--- config.mk ---
export PLATFORM = sky130hd
export DESIGN_NAME = disp_scan_ctrl_flat
export DESIGN_NICKNAME = d
export VERILOG_FILES = /design/src/rtl/disp_scan_ctrl_if.sv /design/src/rtl/disp_scan_ctrl.sv /design/src/flat_wrapper.sv
export SDC_FILE = /design/constraint.sdc
export NUM_CORES = 1
export LEC_CHECK = 0
export ABC_AREA = 0
export CAP_MARGIN = 30
export CORE_AREA = 2 2 76 92
export DETAILED_ROUTE_END_ITERATION = 8
export DIE_AREA = 0 0 78 94
export GPL_TIMING_DRIVEN = 0
export MAX_ROUTING_LAYER = met4
export PLACE_DENSITY = 0.87
export SLEW_MARGIN = 40
export SYNTH_ARGS = -nofsm -noshare
export SYNTH_HDL_FRONTEND = slang
export SYNTH_SLANG_ARGS = --single-unit
--- constraint.sdc ---
create_clock -name clk -period 3.3 [get_ports clk]
set_clock_uncertainty 0.05 [all_clocks]
set_input_delay 0.825 -clock clk [delete_from_list [all_inputs] [get_ports clk]]
set_output_delay 0.825 -clock clk [all_outputs]
set_load 0.01 [all_outputs]
--- src/rtl/disp_scan_ctrl_if.sv ---
`default_nettype none
// ============================================================================
// Module      : disp_scan_ctrl_if
// Description : Host-side bundle for the 7-segment scan sequencer. The host
//               drives the value to show, the decimal-point mask, the load
//               strobe and the blanking enable; the sequencer reports
//               whether an update is still pending and acknowledges each one.
// Revision    : 1.0 - initial release
// ============================================================================
interface disp_scan_ctrl_if;
  logic [15:0] dat;       // value to display, dat[3:0] is the rightmost digit
  logic [3:0]  dp_mask;   // bit k lights the decimal point of digit k
  logic        load;      // one-cycle strobe capturing dat/dp_mask
  logic        blank_lz;  // leading-zero blanking enable, used live
  logic        busy;      // a pending value is waiting for a frame boundary
  logic        upd_ack;   // one-cycle pulse after pending became active

  // Host side: produces the value, observes the buffer status
  modport master (
    output dat,
    output dp_mask,
    output load,
    output blank_lz,
    input  busy,
    input  upd_ack
  );

  // Sequencer side
  modport slave (
    input  dat,
    input  dp_mask,
    input  load,
    input  blank_lz,
    output busy,
    output upd_ack
  );
endinterface
`default_nettype wire

--- src/rtl/disp_scan_ctrl.sv ---
`default_nettype none
// ============================================================================
// Module      : disp_scan_ctrl
// Description : Scan sequencer for a 4-digit common-anode 7-segment display.
//               Divides the system clock into scan slots, walks the four
//               digits, decodes hex nibbles with per-digit decimal points and
//               optional leading-zero blanking, and double-buffers the shown
//               value so that updates only land on frame boundaries.
// Revision    : 1.0 - initial release
// ============================================================================
module disp_scan_ctrl #(
  parameter int unsigned CLK_DIV = 50000  // clocks per scan slot, >= 2
) (
  input  logic                   clk,
  input  logic                   rst,
  disp_scan_ctrl_if.slave        host,
  output logic                   ce1ms,
  output logic                   frame_end,
  output logic [3:0]             AN,
  output logic [7:0]             SEG
);

  // Prescaler sizing: enough bits to hold CLK_DIV-1
  localparam int unsigned        PRESC_W    = $clog2(CLK_DIV);
  localparam logic [PRESC_W-1:0] PRESC_LAST = PRESC_W'(CLK_DIV - 1);
  localparam logic [PRESC_W-1:0] PRESC_ONE  = PRESC_W'(1);

  // The display stays dark until the first scan strobe after reset, so that
  // the very first lit slot is a full-length digit-0 slot.
  typedef enum logic [0:0] {
    ST_IDLE = 1'b0,
    ST_RUN  = 1'b1
  } state_t;

  state_t              state_q, state_d;
  logic [PRESC_W-1:0]  presc_q, presc_d;
  logic [1:0]          idx_q, idx_d;

  logic [15:0]         act_dat_q, act_dat_d;
  logic [3:0]          act_dp_q, act_dp_d;
  logic [15:0]         pend_dat_q, pend_dat_d;
  logic [3:0]          pend_dp_q, pend_dp_d;
  logic                busy_q, busy_d;
  logic                upd_ack_q, upd_ack_d;

  logic [3:0]          an_q, an_d;
  logic [7:0]          seg_q, seg_d;

  logic                presc_last;
  logic [3:0]          cur_nib;
  logic [3:0]          lz_zero;    // bit k: nibbles k..3 of active are all zero
  logic                cur_blank;

  // Hex nibble to active-low segments a..g (bit 0 = a)
  function automatic logic [6:0] hex_to_seg(input logic [3:0] nib);
    logic [6:0] s;
    case (nib)
      4'h0:    s = 7'h40;
      4'h1:    s = 7'h79;
      4'h2:    s = 7'h24;
      4'h3:    s = 7'h30;
      4'h4:    s = 7'h19;
      4'h5:    s = 7'h12;
      4'h6:    s = 7'h02;
      4'h7:    s = 7'h78;
      4'h8:    s = 7'h00;
      4'h9:    s = 7'h10;
      4'hA:    s = 7'h08;
      4'hB:    s = 7'h03;
      4'hC:    s = 7'h46;
      4'hD:    s = 7'h21;
      4'hE:    s = 7'h06;
      default: s = 7'h0E;
    endcase
    return s;
  endfunction

  // Slot prescaler: 0..CLK_DIV-1, strobe on the last count
  always_comb begin
    presc_last = (presc_q == PRESC_LAST);
    presc_d    = presc_last ? '0 : presc_q + PRESC_ONE;
  end

  assign ce1ms     = presc_last;
  assign frame_end = ce1ms & (idx_q == 2'd3);

  // Run/idle sequencing and digit index advance
  always_comb begin
    state_d = state_q;
    idx_d   = idx_q;
    case (state_q)
      ST_IDLE: begin
        // First strobe only starts the scan; digit 0 is shown first
        if (ce1ms) state_d = ST_RUN;
      end
      ST_RUN: begin
        if (ce1ms) idx_d = idx_q + 2'd1;
      end
      default: begin
        state_d = ST_IDLE;
      end
    endcase
  end

  // Pending/active double buffer with frame-boundary commit
  always_comb begin
    act_dat_d  = act_dat_q;
    act_dp_d   = act_dp_q;
    pend_dat_d = pend_dat_q;
    pend_dp_d  = pend_dp_q;
    busy_d     = busy_q;
    upd_ack_d  = 1'b0;

    // Later loads simply overwrite the pending copy
    if (host.load) begin
      pend_dat_d = host.dat;
      pend_dp_d  = host.dp_mask;
    end

    if (frame_end && host.load) begin
      // Load lands exactly on the boundary: commit the fresh value directly
      act_dat_d = host.dat;
      act_dp_d  = host.dp_mask;
      busy_d    = 1'b0;
      upd_ack_d = 1'b1;
    end else if (frame_end && busy_q) begin
      act_dat_d = pend_dat_q;
      act_dp_d  = pend_dp_q;
      busy_d    = 1'b0;
      upd_ack_d = 1'b1;
    end else if (host.load) begin
      busy_d = 1'b1;
    end
  end

  assign host.busy    = busy_q;
  assign host.upd_ack = upd_ack_q;

  // Leading-zero detection over the active value, from the top digit down
  always_comb begin
    lz_zero[3] = (act_dat_q[15:12] == 4'h0);
    lz_zero[2] = lz_zero[3] & (act_dat_q[11:8] == 4'h0);
    lz_zero[1] = lz_zero[2] & (act_dat_q[7:4] == 4'h0);
    lz_zero[0] = 1'b0;  // the rightmost digit always shows
    cur_nib    = act_dat_q[{idx_q, 2'b00} +: 4];
    cur_blank  = host.blank_lz & lz_zero[idx_q];
  end

  // Next anode/cathode pattern for the current digit
  always_comb begin
    an_d  = 4'b1111;
    seg_d = 8'hFF;
    if (state_q == ST_RUN) begin
      an_d       = ~(4'b0001 << idx_q);
      seg_d[7]   = ~act_dp_q[idx_q];
      seg_d[6:0] = cur_blank ? 7'h7F : hex_to_seg(cur_nib);
    end
  end

  assign AN  = an_q;
  assign SEG = seg_q;

  // State registers with asynchronous reset
  always_ff @(posedge clk or posedge rst) begin
    if (rst) begin
      state_q    <= ST_IDLE;
      presc_q    <= '0;
      idx_q      <= 2'd0;
      act_dat_q  <= 16'h0000;
      act_dp_q   <= 4'h0;
      pend_dat_q <= 16'h0000;
      pend_dp_q  <= 4'h0;
      busy_q     <= 1'b0;
      upd_ack_q  <= 1'b0;
      an_q       <= 4'b1111;
      seg_q      <= 8'hFF;
    end else begin
      state_q    <= state_d;
      presc_q    <= presc_d;
      idx_q      <= idx_d;
      act_dat_q  <= act_dat_d;
      act_dp_q   <= act_dp_d;
      pend_dat_q <= pend_dat_d;
      pend_dp_q  <= pend_dp_d;
      busy_q     <= busy_d;
      upd_ack_q  <= upd_ack_d;
      an_q       <= an_d;
      seg_q      <= seg_d;
    end
  end

endmodule
`default_nettype wire

--- src/flat_wrapper.sv ---
// flat-port wrapper written by rule: the top's interface ports become plain ports
module disp_scan_ctrl_flat 
#(
  parameter int unsigned CLK_DIV = 50000                               
)
  (clk, rst, ce1ms, frame_end, AN, SEG, host_dat, host_dp_mask, host_load, host_blank_lz, host_busy, host_upd_ack);
  disp_scan_ctrl_if host_i ();
  input  logic clk;
  input  logic rst;
  output logic ce1ms;
  output logic frame_end;
  output logic [3:0] AN;
  output logic [7:0] SEG;
  input wire logic [$bits(host_i.dat)-1:0] host_dat;
  input wire logic [$bits(host_i.dp_mask)-1:0] host_dp_mask;
  input wire logic [$bits(host_i.load)-1:0] host_load;
  input wire logic [$bits(host_i.blank_lz)-1:0] host_blank_lz;
  output wire logic [$bits(host_i.busy)-1:0] host_busy;
  output wire logic [$bits(host_i.upd_ack)-1:0] host_upd_ack;
  assign host_i.dat = host_dat;
  assign host_i.dp_mask = host_dp_mask;
  assign host_i.load = host_load;
  assign host_i.blank_lz = host_blank_lz;
  assign host_busy = host_i.busy;
  assign host_upd_ack = host_i.upd_ack;
  disp_scan_ctrl #(.CLK_DIV(CLK_DIV)) u_core (.clk(clk), .rst(rst), .host(host_i), .ce1ms(ce1ms), .frame_end(frame_end), .AN(AN), .SEG(SEG));
endmodule
Word level (Yosys, flattened, before mapping)
Memories as Yosys holds them, arrays and structs flattened.
Cells that the tools add are included.
{"block": "word_totals", "regBits": 73, "mem_bits_ro": 112, "inputBits": 24, "out_inout_bits": 16, "n_memories": 1}
{"memory": "(name not given)", "depth": 16, "word_bits": 7, "rd": 1, "rd_clocked_by_memory_dff": 0, "write_ports": 0, "line": "disp_scan_ctrl.sv:57", "rtl": "case (nib)"}
{"block": "classes", "n_addsub": 2, "magnitude_cmp": 1, "eq_ne": 2, "shift": 2, "mux": 19, "bitwise_logic": 6, "reduce_logical": 8}
{"cell": "$mux W16", "n": 3}
{"cell": "$add A16 B1 Y16 const B", "n": 1}
{"cell": "$eq A16 B16 Y1 const B", "n": 1}
{"cell": "$shiftx A16 B5 Y4", "n": 1}
{"cell": "$logic_not A4 Y1", "n": 3}
{"cell": "$mux W4", "n": 3}
{"cell": "$mux W1", "n": 9}
{"cell": "$mux W8", "n": 1}
{"cell": "$mux W7", "n": 1}
{"cell": "$and A1 B1 Y1", "n": 4}
{"cell": "$bmux W1 S2", "n": 2}
{"cell": "$not A4 Y4", "n": 1}
{"cell": "$shl A1 B2 Y4 const A", "n": 1}
{"cell": "$lt A2 B3 Y1 const B", "n": 1}
{"cell": "$reduce_bool A3 Y1", "n": 1}
{"cell": "$add A2 B1 Y2 const B", "n": 1}
{"cell": "$eq A2 B2 Y1 const B", "n": 1}
{"cell": "$logic_and A1 B1 Y1", "n": 2}
{"cell": "$reduce_and A2 Y1", "n": 1}
{"cell": "$reduce_bool A2 Y1", "n": 1}
{"cell": "$not A1 Y1", "n": 1}

Longest topological paths before layout
Gate-level depths: netlist of run 1.
{"block": "depth", "depth_word": 8, "mapped_depth": 8, "ltp_nobuf": 7}

Least setup slack after synthesis of run 1
No wires, ideal clock.
{"block": "synth_path", "kind": "reg2out", "from": "register u_core.presc_q[4]", "to": "output port frame_end", "arrival_time_ns": 1.864, "path_slack_ns": 0.561, "path_stages_with_launch": 5, "n_path_buf": 1, "cell_sequence": "dfrtp_1 -> or4b_4 -> nor4_1 -> clkbuf_1 -> and2_1"}
{"block": "synth_between", "elab_chain_len": 2}
{"element": "start: declaration", "line": "disp_scan_ctrl.sv:36", "rtl": "logic [PRESC_W-1:0] presc_q, presc_d;"}
{"element": "start signal: assignment", "line": "disp_scan_ctrl.sv:179", "rtl": "presc_q <= presc_d;"}
{"element": "$eq A16 B16 Y1", "line": "disp_scan_ctrl.sv:80", "rtl": "presc_last = (presc_q == PRESC_LAST);"}
{"element": "via ce1ms", "line": "flat_wrapper.sv:10", "rtl": "output logic ce1ms;"}
{"element": "$and A1 B1 Y1", "line": "disp_scan_ctrl.sv:85", "rtl": "assign frame_end = ce1ms & (idx_q == 2'd3);"}
{"element": "end: declaration", "line": "flat_wrapper.sv:11", "rtl": "output logic frame_end;"}
The timed path passes the listed nets, and every way through them passes these cells.

Worst setup path after layout of run 1
{"block": "layout_path", "from": "register u_core.presc_q[5]", "to": "output port ce1ms"}
{"block": "layout_between", "elab_chain_len": 1}
{"element": "$eq A16 B16 Y1", "line": "disp_scan_ctrl.sv:80"}
{"element": "end: declaration", "line": "flat_wrapper.sv:10"}
Every way passes these cells.

==> reports/results.ini, run 1 <==
[route]
topRoutingLayerUsed=met4
wl_met3_um=420
antenna_left=0
wl_per_cell_um=16.64
drc=0
drt_pass1_iterations=5
first_iter_violations=298
viasPerCell=5.835
met1_length_um=3097
via_count=2754
wl_met2_um=4068
drt_wl_total_um=7856

[clock_network]
clk_pin_slew_ns=0.08
numCtsBuffers=9
clkSinkCount=73
cts_max_level=3
clockBufferDepth=2
cts_root_buf=clkbuf_8
cts_tree=yes
ctsHoldBuffers=0
clk_latency_ns=0.35

[flow_run]
drv_cap=0

[grt]
grt_first_pass_wirelength_um=13190
antenna_found_initial=0
grt_max_degree=58
grt_pass1_vias=2767
grtUsageTotal_pct=23.71
grt-ovfl-total=0

[synth]
syn_area_mm2=0.003530
synth.distinct_cells=38
synth-seq-cells=73
syn_nets=354
syn_inst=319
postSynthAreaPerCell_um2=11.06
ys_seq_area_share_pct=52.18
ys_warn_count=0

[setup_path]
slowest_stage=or4b_4
worst-r2r-setup-slack_ns=0.77
worstPathCellList=or4b_4 > nor4_4 > buf_4 > buf_4 > buf_4 > clkdlybuf4s15_1
cpMostUsedCell=buf_4
cp_max_fo=5
cp-startpoint=u_core.presc_q[5]$_DFF_PP0_
cp_slowest_stage_delay_ns=0.59
cp-start-kind=flip-flop
r2r_start=u_core.presc_q[5]$_DFF_PP0_
crit_family=simple AND/OR/NAND/NOR gates
worstPathRequired_ns=2.42
worstSetupPathType=flip-flop to output port
path_buf_inv=4
arrival_ns=2.35
endpoint_kind=output port

[final_layout]
layout_commonest_cell=dfrtp_1
fin_util_pct=68.01
final_cells=472
regArea_mm2=0.001843
area.growth.synth_to_final_pct=23.43
drive_gt1_share_pct=22.48
final_nets=417
antennaDiodeCount=0
final_cell_mix=60 x dfrtp_1, 59 x nor3_1, 37 x clkdlybuf4s50_1, 26 x mux2_2, 20 x a21oi_1
fillers=457
multi_input_area_mm2=0.001580

[timing]
min_period_ns=3.223
rsz0062_at_grt=false
relSlewSlack_pct=59.55
finalSetupTns_ns=0
drv_slew=0
setup-violations-final=0
worst_slew_pin_slew_ns=0.6068
max_clock_freq_mhz=310.3
min_period_over_period_pct=97.67
hold_viol=0

[power]
seq_power_share_pct=54.3
clockPowerShare_pct=40.0
switchingPower_w=0.0004005
ir_worst_vdd_v=0.0002713
p_leak_nw=1.817
p_per_area_mw_per_mm2=394.9
p_int_w=0.001320
p_comb_share_pct=5.7
sw_frac_of_total_pct=23.28

[outcome]
status=complete, no violations

[floorplanning]
die_w_um=78
core-area_mm2=0.006406
die_h_um=94
ios=40
row_count=32
dieArea_mm2=0.007332
start_util_pct=55.10

[placed_design]
io_buffer_count=39
place_inst=444
gp_congestion=0.8908
hpwl_um=5226

[hold_path]
hp-class=flip-flop to flip-flop
min-delay-start=u_core.presc_q[0]$_DFF_PP0_

worst register-to-register path, stage by stage, from the launching register on:
cell,delay (ns)
dfrtp_2,0.45
or4b_4,0.59
buf_4,0.17
nor4_4,0.56
buf_2,0.32
a21oi_1,0.10
nor3_1,0.21
Yosys cell counts, drive strengths merged:
cell | number | area, µm²
buf | 6 | 47.54
nor2 | 13 | 48.80
or2 | 2 | 12.51
a2bb2oi | 3 | 26.28
xnor2 | 3 | 26.28
nor3 | 60 | 305.3
mux4 | 5 | 112.6
and3 | 5 | 31.28
dfrtp | 61 | 1526
or4 | 1 | 11.26
nand4 | 5 | 31.28
or3 | 2 | 12.51
mux2i | 4 | 40.04
xor2 | 9 | 78.83
mux2 | 26 | 292.8
a22oi | 1 | 7.510
nor4 | 4 | 40.04
clkbuf | 12 | 45.04
and4 | 1 | 8.760
nand3 | 10 | 50.05
a21o | 1 | 7.510
o21ai | 4 | 20.02
ha | 11 | 137.6
dfstp | 12 | 315.3
inv | 9 | 33.78
nand2 | 16 | 60.06
nor2b | 4 | 25.02
a21oi | 20 | 100.1
or4b | 2 | 23.77
o311ai | 1 | 8.760
nand4b | 2 | 17.52
and2 | 4 | 25.03
per-stage QoR:
step                hold slack [ns]   power, W  setup slack (ns)  area [µm²]
global route                 0.4445   0.001777           0.02053        4357
global placement             0.3936   0.001039           -0.4915        4026
finish                       0.4326   0.001721           0.07695        4357
detailed placement           0.4047   0.001049           -0.1895        4059
CTS                          0.4121   0.001719           0.06030        4320
floorplan                    0.3745  0.0009956            0.5614        3530
what timing repair did:
| item | 4_1_cts | 5_1_grt |
|---|---|---|
| setup endpoints to repair | 2 | 1 |
| buffers inserted | 7 | 5 |
| pin swaps | 2 | 2 |
| gates resized for setup | 7 | 5 |
| cloned | 0 | 0 |
flip-flops by register name (all words and copies together) (netlist names), 2 cells and up:
name and flops:
u_core.act_dat_q 16, u_core.presc_q 16, u_core.pend_dat_q 16, u_core.AN 4, u_core.pend_dp_q 4, u_core.SEG 8, u_core.act_dp_q 4, u_core.idx_q 2
cells by family (layout without fill, tap and decap cells):
kind of cell / after synthesis / in the layout / share of synthesized area (%)
xor gates and xnor gates: 12 / 12 / 2.978
and+or+nand+nor: 131 / 131 / 19.92
DFF: 73 / 73 / 52.18
buffers and inverters: 27 / 95 / 3.580
AOI/OAI and AO/OA: 30 / 30 / 4.821
adders and majority gates: 11 / 11 / 3.899
muxes: 35 / 35 / 12.62
power groups by stage:
stage	clock, W	combinational, W	sequential (W)
2_1_floorplan	0	0.0000500	0.000946
3_3_place_gp	0	0.0000903	0.000949
3_5_place_dp	0	0.0000988	0.000951
4_1_cts	0.000686	0.0000990	0.000934
5_1_grt	0.000732	0.000107	0.000937
6_report	0.000689	0.0000973	0.000935
per-layer routing:
metal | up-vias | global-route usage (%)
met3 | 33 | 4.808
met2 | 128 | 37.72
met4 | 0 | 12.57
met1 | 1334 | 28.75
li1 | 1259 | -
met5 | - | -
worst paths after layout:
| path | to | depth (start not counted) |
|---|---|---|
| max reg2reg | u_core.act_dat_q[3]$_DFFE_PP0N_ | 6 |
| min | u_core.presc_q[0]$_DFF_PP0_ | 1 |
| min in group asynchronous | u_core.host.busy$_DFFE_PP0P_ | 2 |
| min reg2reg | u_core.presc_q[0]$_DFF_PP0_ | 1 |
| max | ce1ms | 6 |
| max in group asynchronous | u_core.SEG[1]$_DFF_PP1_ | 3 |
area by class of cell:
type / instances / area share, %
inverter: 9 / 0.8903
clock buffer: 11 / 3.016
sequential: 73 / 42.30
timing repair buffer: 52 / 11.55
tap: 85 / 2.441
clock inverter: 5 / 1.321
multi-input combinational: 219 / 36.27
buffer: 18 / 2.211
(Power assumes the default switching activity.)
==> inputs of run 2 (changes only) <==
--- a/config.mk
+++ b/config.mk
@@ -7,13 +7,14 @@
 export LEC_CHECK = 0
 export ABC_AREA = 0
 export CAP_MARGIN = 30
-export CORE_AREA = 2 2 76 92
+export CORE_AREA = 2 2 74 90
 export DETAILED_ROUTE_END_ITERATION = 8
-export DIE_AREA = 0 0 78 94
+export DIE_AREA = 0 0 76 92
+export GPL_ROUTABILITY_DRIVEN = 0
 export GPL_TIMING_DRIVEN = 0
 export MAX_ROUTING_LAYER = met4
-export PLACE_DENSITY = 0.87
-export SLEW_MARGIN = 40
+export PLACE_DENSITY = 0.91
+export SLEW_MARGIN = 20
 export SYNTH_ARGS = -nofsm -noshare
 export SYNTH_HDL_FRONTEND = slang
 export SYNTH_SLANG_ARGS = --single-unit
==> constraint.sdc (replaced) <==
create_clock -name clk -period 3.73 [get_ports clk]
set_clock_uncertainty 0.05 [all_clocks]
set_input_delay 0.9325 -clock clk [delete_from_list [all_inputs] [get_ports clk]]
set_output_delay 0.9325 -clock clk [all_outputs]
set_load 0.01 [all_outputs]
==> reports/results.ini, run 2 (same netlist as run 1, synthesis figures left out) <==
[power]
p_leak_nw=1.779  ; -2.1%
switchingPower_w=0.0003323  ; -17%
p_per_area_mw_per_mm2=377.5  ; -4.4%
p_comb_share_pct=5.2  ; -0.5 points
ir_worst_vdd_v=0.0003134  ; +15%
clockPowerShare_pct=43.9  ; +3.9 points
sw_frac_of_total_pct=20.47  ; -2.8 points
p_int_w=0.001291  ; -2.2%
seq_power_share_pct=50.9  ; -3.4 points

[hold_path]
min-delay-start=u_core.presc_q[0]$_DFF_PP0_
hp-class=flip-flop to flip-flop

[clock_network]
cts_max_level=3  ; unchanged
clk_latency_ns=0.36  ; about the same
clk_pin_slew_ns=0.08  ; about the same
cts_root_buf=clkbuf_8
post-cts-setup-buffers=0  ; -7
clkSinkCount=73  ; unchanged
cts_tree=yes
clockBufferDepth=2  ; unchanged
numCtsBuffers=9  ; unchanged

[setup_path]
endpoint_kind=output port
worstPathRequired_ns=2.75  ; +0.33 ns
cp-startpoint=u_core.presc_q[4]$_DFF_PP0_
cp-start-kind=flip-flop
worstPathCellList=or4b_4 > nor4_4 > buf_4 > and2_1 > clkdlybuf4s50_1
worstSetupPathType=flip-flop to output port
arrival_ns=2.62  ; +0.27 ns
r2r_start=u_core.presc_q[13]$_DFF_PP0_
slowest_stage=or4b_4
cp_max_fo=10  ; +5
cp_slowest_stage_delay_ns=0.59  ; about the same
worst-r2r-setup-slack_ns=1.04  ; +0.27 ns

[route]
drt_pass1_iterations=4  ; -1
first_iter_violations=149  ; -50%
drt_wl_total_um=7331  ; -6.7%
wl_per_cell_um=15.94  ; -4.2%
drc=0  ; unchanged
viasPerCell=5.754  ; -1.4%
via_count=2647  ; -3.9%
antenna_left=0  ; unchanged

[placed_design]
hpwl_um=5145  ; -1.6%
io_buffer_count=39  ; unchanged
place_inst=444  ; unchanged

[final_layout]
final_cells=460  ; -2.5%
antennaDiodeCount=0  ; unchanged
fillers=442  ; -3.3%
drive_gt1_share_pct=19.20  ; -3.3 points
final_cell_mix=61 x dfrtp_1, 59 x nor3_1, 39 x clkdlybuf4s50_1, 26 x mux2_2, 20 x a21oi_1
final_nets=405  ; -2.9%
area.growth.synth_to_final_pct=21.84
layout_commonest_cell=dfrtp_1
fin_util_pct=69.29  ; +1.3 points
reg_top3=u_core.act_dat_q: 16 flops, u_core.pend_dat_q: 16 flops, u_core.presc_q: 16 flops

[grt]
grtUsageMet3_pct=5.118  ; +0.31 points
met2_usage_pct=39.43  ; +1.7 points
grt-ovfl-total=0  ; unchanged
grt_pass1_vias=2652  ; -4.2%
grt_util_met1_pct=26.37  ; -2.4 points
busiest_layer=met2
grtUsageTotal_pct=23.26  ; -0.45 points
antenna_found_initial=0  ; unchanged
grt_max_degree=47  ; -19%
grt_first_pass_wirelength_um=12320  ; -6.6%

[timing]
min_period_ns=3.600
relSlewSlack_pct=61.74  ; +2.2 points
holdWs_ns=0.4016  ; -0.03106 ns
setup-violations-final=0  ; unchanged
drv_slew=0  ; unchanged
finalSetupTns_ns=0  ; unchanged
hold_viol=0  ; unchanged
max_clock_freq_mhz=277.8
worst_slew_pin_slew_ns=0.5696  ; -0.03715 ns
min_period_over_period_pct=96.51

[floorplanning]
ios=40  ; unchanged
die_w_um=76  ; -2.6%
row_count=32  ; unchanged
core-area_mm2=0.006206  ; -3.1%
die_h_um=92  ; -2.1%
dieArea_mm2=0.006992  ; -4.6%
start_util_pct=56.87  ; +1.8 points

[flow_run]
drv_cap=0  ; unchanged

[outcome]
status=complete, no violations

run 2: changes by cell type in the layout (fill, tap and decap cells not counted), sizes merged:
cell / change
clkbuf: +2
buf: -12
clkdlybuf4s15: -1
clkdlybuf4s50: +2
bufinv: +1
clkinv: -1
clkinvlp: -3
run 2: path summary, 6_finish.rpt:
kind | depth (start not counted) | end
min in group asynchronous | 2 | u_core.presc_q[3]$_DFF_PP0_
max in group asynchronous | 3 | u_core.SEG[6]$_DFF_PP1_
hold reg to reg | 1 | u_core.presc_q[0]$_DFF_PP0_
setup / recovery | 5 | frame_end
setup reg to reg | 5 | u_core.act_dat_q[2]$_DFFE_PP0N_
hold / removal | 1 | u_core.presc_q[0]$_DFF_PP0_
run 2: layer usage:
| metal | share of wire [%] | vias to the layer above |
|---|---|---|
| li1 | - | 1244 |
| met1 | 40 | 1295 |
| met2 | 53 | 90 |
| met3 | 4.9 | 18 |
| met4 | 2.6 | 0 |
| met5 | 0 | - |
run 2: what timing repair did:
| action | 4_1_cts | 5_1_grt |
|---|---|---|
| setup endpoints to repair | 2 | 1 |
| hold buffers | 0 | 0 |
| cloned | 0 | 0 |
| gates resized for setup | 3 | 2 |
| pin swaps | 0 | 0 |
run 2: cell type report:
class | instances | area [µm²] | area share, %
flip-flops and latches | 73 | 1842 | 42.83
multi-input cells | 219 | 1577 | 36.66
repair buffers | 40 | 410.4 | 9.543
clock buffers | 14 | 172.7 | 4.015
well taps | 85 | 106.4 | 2.473
plain buffers | 18 | 96.34 | 2.240
clock inverters | 2 | 60.06 | 1.397
inverters | 9 | 36.28 | 0.8438
run 2: critical path, delay by kind of cell (launching register included):
kind	cells	cell delay (ns)
buf+inv	2	0.76
simple gates	3	1.05
flops	1	0.44
run 2: stage by stage:
| step | area, µm² | setup slack (ns) | total power (W) |
|---|---|---|---|
| 4_1_cts | 4292 | 0.04257 | 0.001628 |
| 3_3_place_gp | 4026 | -0.1165 | 0.0009182 |
| 5_1_grt | 4300 | -0.009628 | 0.001674 |
| 2_1_floorplan | 3530 | 0.8839 | 0.0008809 |
| 3_5_place_dp | 4049 | 0.1939 | 0.0009257 |
| 6_report | 4300 | 0.1302 | 0.001624 |
run 2: power by group through the flow:
stage	clock (W)	sequential [W]	combinational, W
2_1_floorplan	0	0.000837	0.0000443
3_3_place_gp	0	0.000839	0.0000791
3_5_place_dp	0	0.000840	0.0000853
4_1_cts	0.000717	0.000826	0.0000855
5_1_grt	0.000752	0.000829	0.0000935
6_report	0.000713	0.000827	0.0000840
==> inputs of run 3 (changes only) <==
--- a/config.mk
+++ b/config.mk
@@ -11,7 +11,6 @@
 export DETAILED_ROUTE_END_ITERATION = 8
 export DIE_AREA = 0 0 76 92
 export GPL_ROUTABILITY_DRIVEN = 0
-export GPL_TIMING_DRIVEN = 0
 export MAX_ROUTING_LAYER = met4
 export PLACE_DENSITY = 0.91
 export SLEW_MARGIN = 20
==> reports/results.ini, run 3 (same netlist as run 1, synthesis figures left out) <==
[final_layout]
reg_top3=u_core.act_dat_q: 16 flops, u_core.pend_dat_q: 16 flops, u_core.presc_q: 16 flops
drive_gt1_share_pct=19.44  ; +0.24 points
finalInstanceArea_mm2=0.004161  ; -3.2%
final_nets=390  ; -3.7%
antennaDiodeCount=0  ; unchanged
fin_util_pct=67.06  ; -2.2 points
layout_commonest_cell=dfrtp_1
area.growth.synth_to_final_pct=17.90
final_cell_mix=61 x dfrtp_1, 59 x nor3_1, 39 x clkdlybuf4s50_1, 26 x mux2_2, 20 x a21oi_1

[setup_path]
cp-start-kind=flip-flop
worstPathRequired_ns=2.75  ; about the same
cp_max_fo=7  ; -3
endpoint_kind=output port
worstSetupPathType=flip-flop to output port
arrival_ns=2.57  ; -0.05 ns

[clock_network]
cts_max_level=3  ; unchanged
cts_tree=yes
numCtsBuffers=9  ; unchanged
ctsHoldBuffers=0  ; unchanged
clk_pin_slew_ns=0.08  ; about the same
cts_root_buf=clkbuf_8
clkSinkCount=73  ; unchanged
clockBufferDepth=2  ; unchanged
post-cts-setup-buffers=0  ; unchanged
cts_resized=0  ; -3
clk_latency_ns=0.36  ; about the same

[route]
drt_wl_total_um=7364  ; +0.45%
drt_pass1_iterations=5  ; +1
antenna_left=0  ; unchanged
drc=0  ; unchanged
via_count=2617  ; -1.1%
first_iter_violations=160  ; +7.4%
viasPerCell=5.881  ; +2.2%
wl_per_cell_um=16.55  ; +3.8%

[grt]
grt_max_degree=42  ; -11%
antenna_found_initial=0  ; unchanged
grtUsageTotal_pct=23.46  ; +0.20 points
grt_first_pass_wirelength_um=12310  ; about the same
grt_pass1_vias=2570  ; -3.1%
grt-ovfl-total=0  ; unchanged

[timing]
min_period_ns=3.554  ; -0.04532 ns
hold_viol=0  ; unchanged
drv_slew=0  ; unchanged
min_period_over_period_pct=95.29  ; -1.2 points
finalSetupTns_ns=0  ; unchanged
max_clock_freq_mhz=281.3  ; +1.3%
worst_slew_pin_slew_ns=0.7050  ; +0.1354 ns
relSlewSlack_pct=52.89  ; -8.9 points
rsz0062_at_grt=false
setup-violations-final=0  ; unchanged

[floorplanning]
start_util_pct=56.87  ; unchanged
ios=40  ; unchanged
die_h_um=92  ; unchanged
row_count=32  ; unchanged
dieArea_mm2=0.006992  ; unchanged
core-area_mm2=0.006206  ; unchanged
die_w_um=76  ; unchanged

[power]
seq_power_share_pct=56.0  ; +5.1 points
switchingPower_w=0.0003427  ; +3.1%
p_per_area_mw_per_mm2=354.3  ; -6.1%
total_power_w=0.001475  ; -9.2%
clockPowerShare_pct=38.4  ; -5.5 points
p_leak_nw=1.704  ; -4.2%
ir_worst_vdd_v=0.0002852  ; -9.0%
sw_frac_of_total_pct=23.24  ; +2.8 points
p_int_w=0.001132  ; -12%
p_comb_share_pct=5.7  ; +0.5 points

[flow_run]
drv_cap=0  ; unchanged

[placed_design]
place_area_mm2=0.003969  ; -2.0%
io_buffer_count=39  ; unchanged
hpwl_um=5057  ; -1.7%

[hold_path]
hp-class=flip-flop to flip-flop

[outcome]
status=complete, no violations

[run 3: cell types whose count changed in the layout (fill, tap and decap cells not counted), sizes merged]
cell      before  now
buf            8    4
bufinv         2    0
clkbuf        25   11
clkinv         0    3
clkinvlp       0    2
[run 3: area by class of cell]
type                    count  area (µm²)
fillers                   467        2044
inverters                   9       33.78
clock buffers              11       151.4
repair buffers             43       436.7
flip-flops and latches     73        1842
well taps                  85       106.4
multi-input cells         219        1562
clock inverters             5       30.03
[run 3: final timing paths]
| kind | startpoint | endpoint | slack, ns | depth (start not counted) |
|---|---|---|---|---|
| min in group asynchronous | rst | u_core.pend_dat_q[15]$_DFFE_PP0P_ | 0.95 | 2 |
| max | u_core.presc_q[4]$_DFF_PP0_ | frame_end | 0.18 | 4 |
| min | u_core.presc_q[0]$_DFF_PP0_ | u_core.presc_q[0]$_DFF_PP0_ | 0.41 | 1 |
| min reg2reg | u_core.presc_q[0]$_DFF_PP0_ | u_core.presc_q[0]$_DFF_PP0_ | 0.41 | 1 |
| max in group asynchronous | rst | u_core.SEG[6]$_DFF_PP1_ | 1.97 | 3 |
| max reg2reg | u_core.idx_q[0]$_DFFE_PP0P_ | u_core.act_dat_q[15]$_DFFE_PP0N_ | 1.02 | 5 |
[run 3: stage by stage]
step	instances	hold WS [ns]	setup WS, ns
floorplan	319	0.3745	0.8839
global placement	428	0.3859	0.5874
detailed placement	428	0.3967	0.5884
CTS	444	0.4068	0.1863
global route	445	0.4386	0.06881
finish	445	0.4080	0.1755
[run 3: worst max-delay path, cell delays in order (launching register included)]
cell and delay, ns:
dfrtp_1 0.46, or4b_4 0.59, nor4_1 0.41, and2_1 0.21
clkdlybuf4s50_1 0.54
[run 3: per-layer routing]
metal,GRT usage (%),part of all wire (%),wire [µm]
met5,-,0,0
met4,12.58,2.7,197
met3,4.724,4.1,299
met2,38.69,53,3903
met1,27.28,40,2965
[run 3: power by group through the flow]
stage               Combinational (W)  Clock, W  Sequential, W
CTS                         0.0000846  0.000574       0.000825
global route                0.0000923  0.000608       0.000827
global placement            0.0000817         0       0.000839
floorplan                   0.0000443         0       0.000837
finish                      0.0000834  0.000566       0.000826
detailed placement          0.0000845         0       0.000840
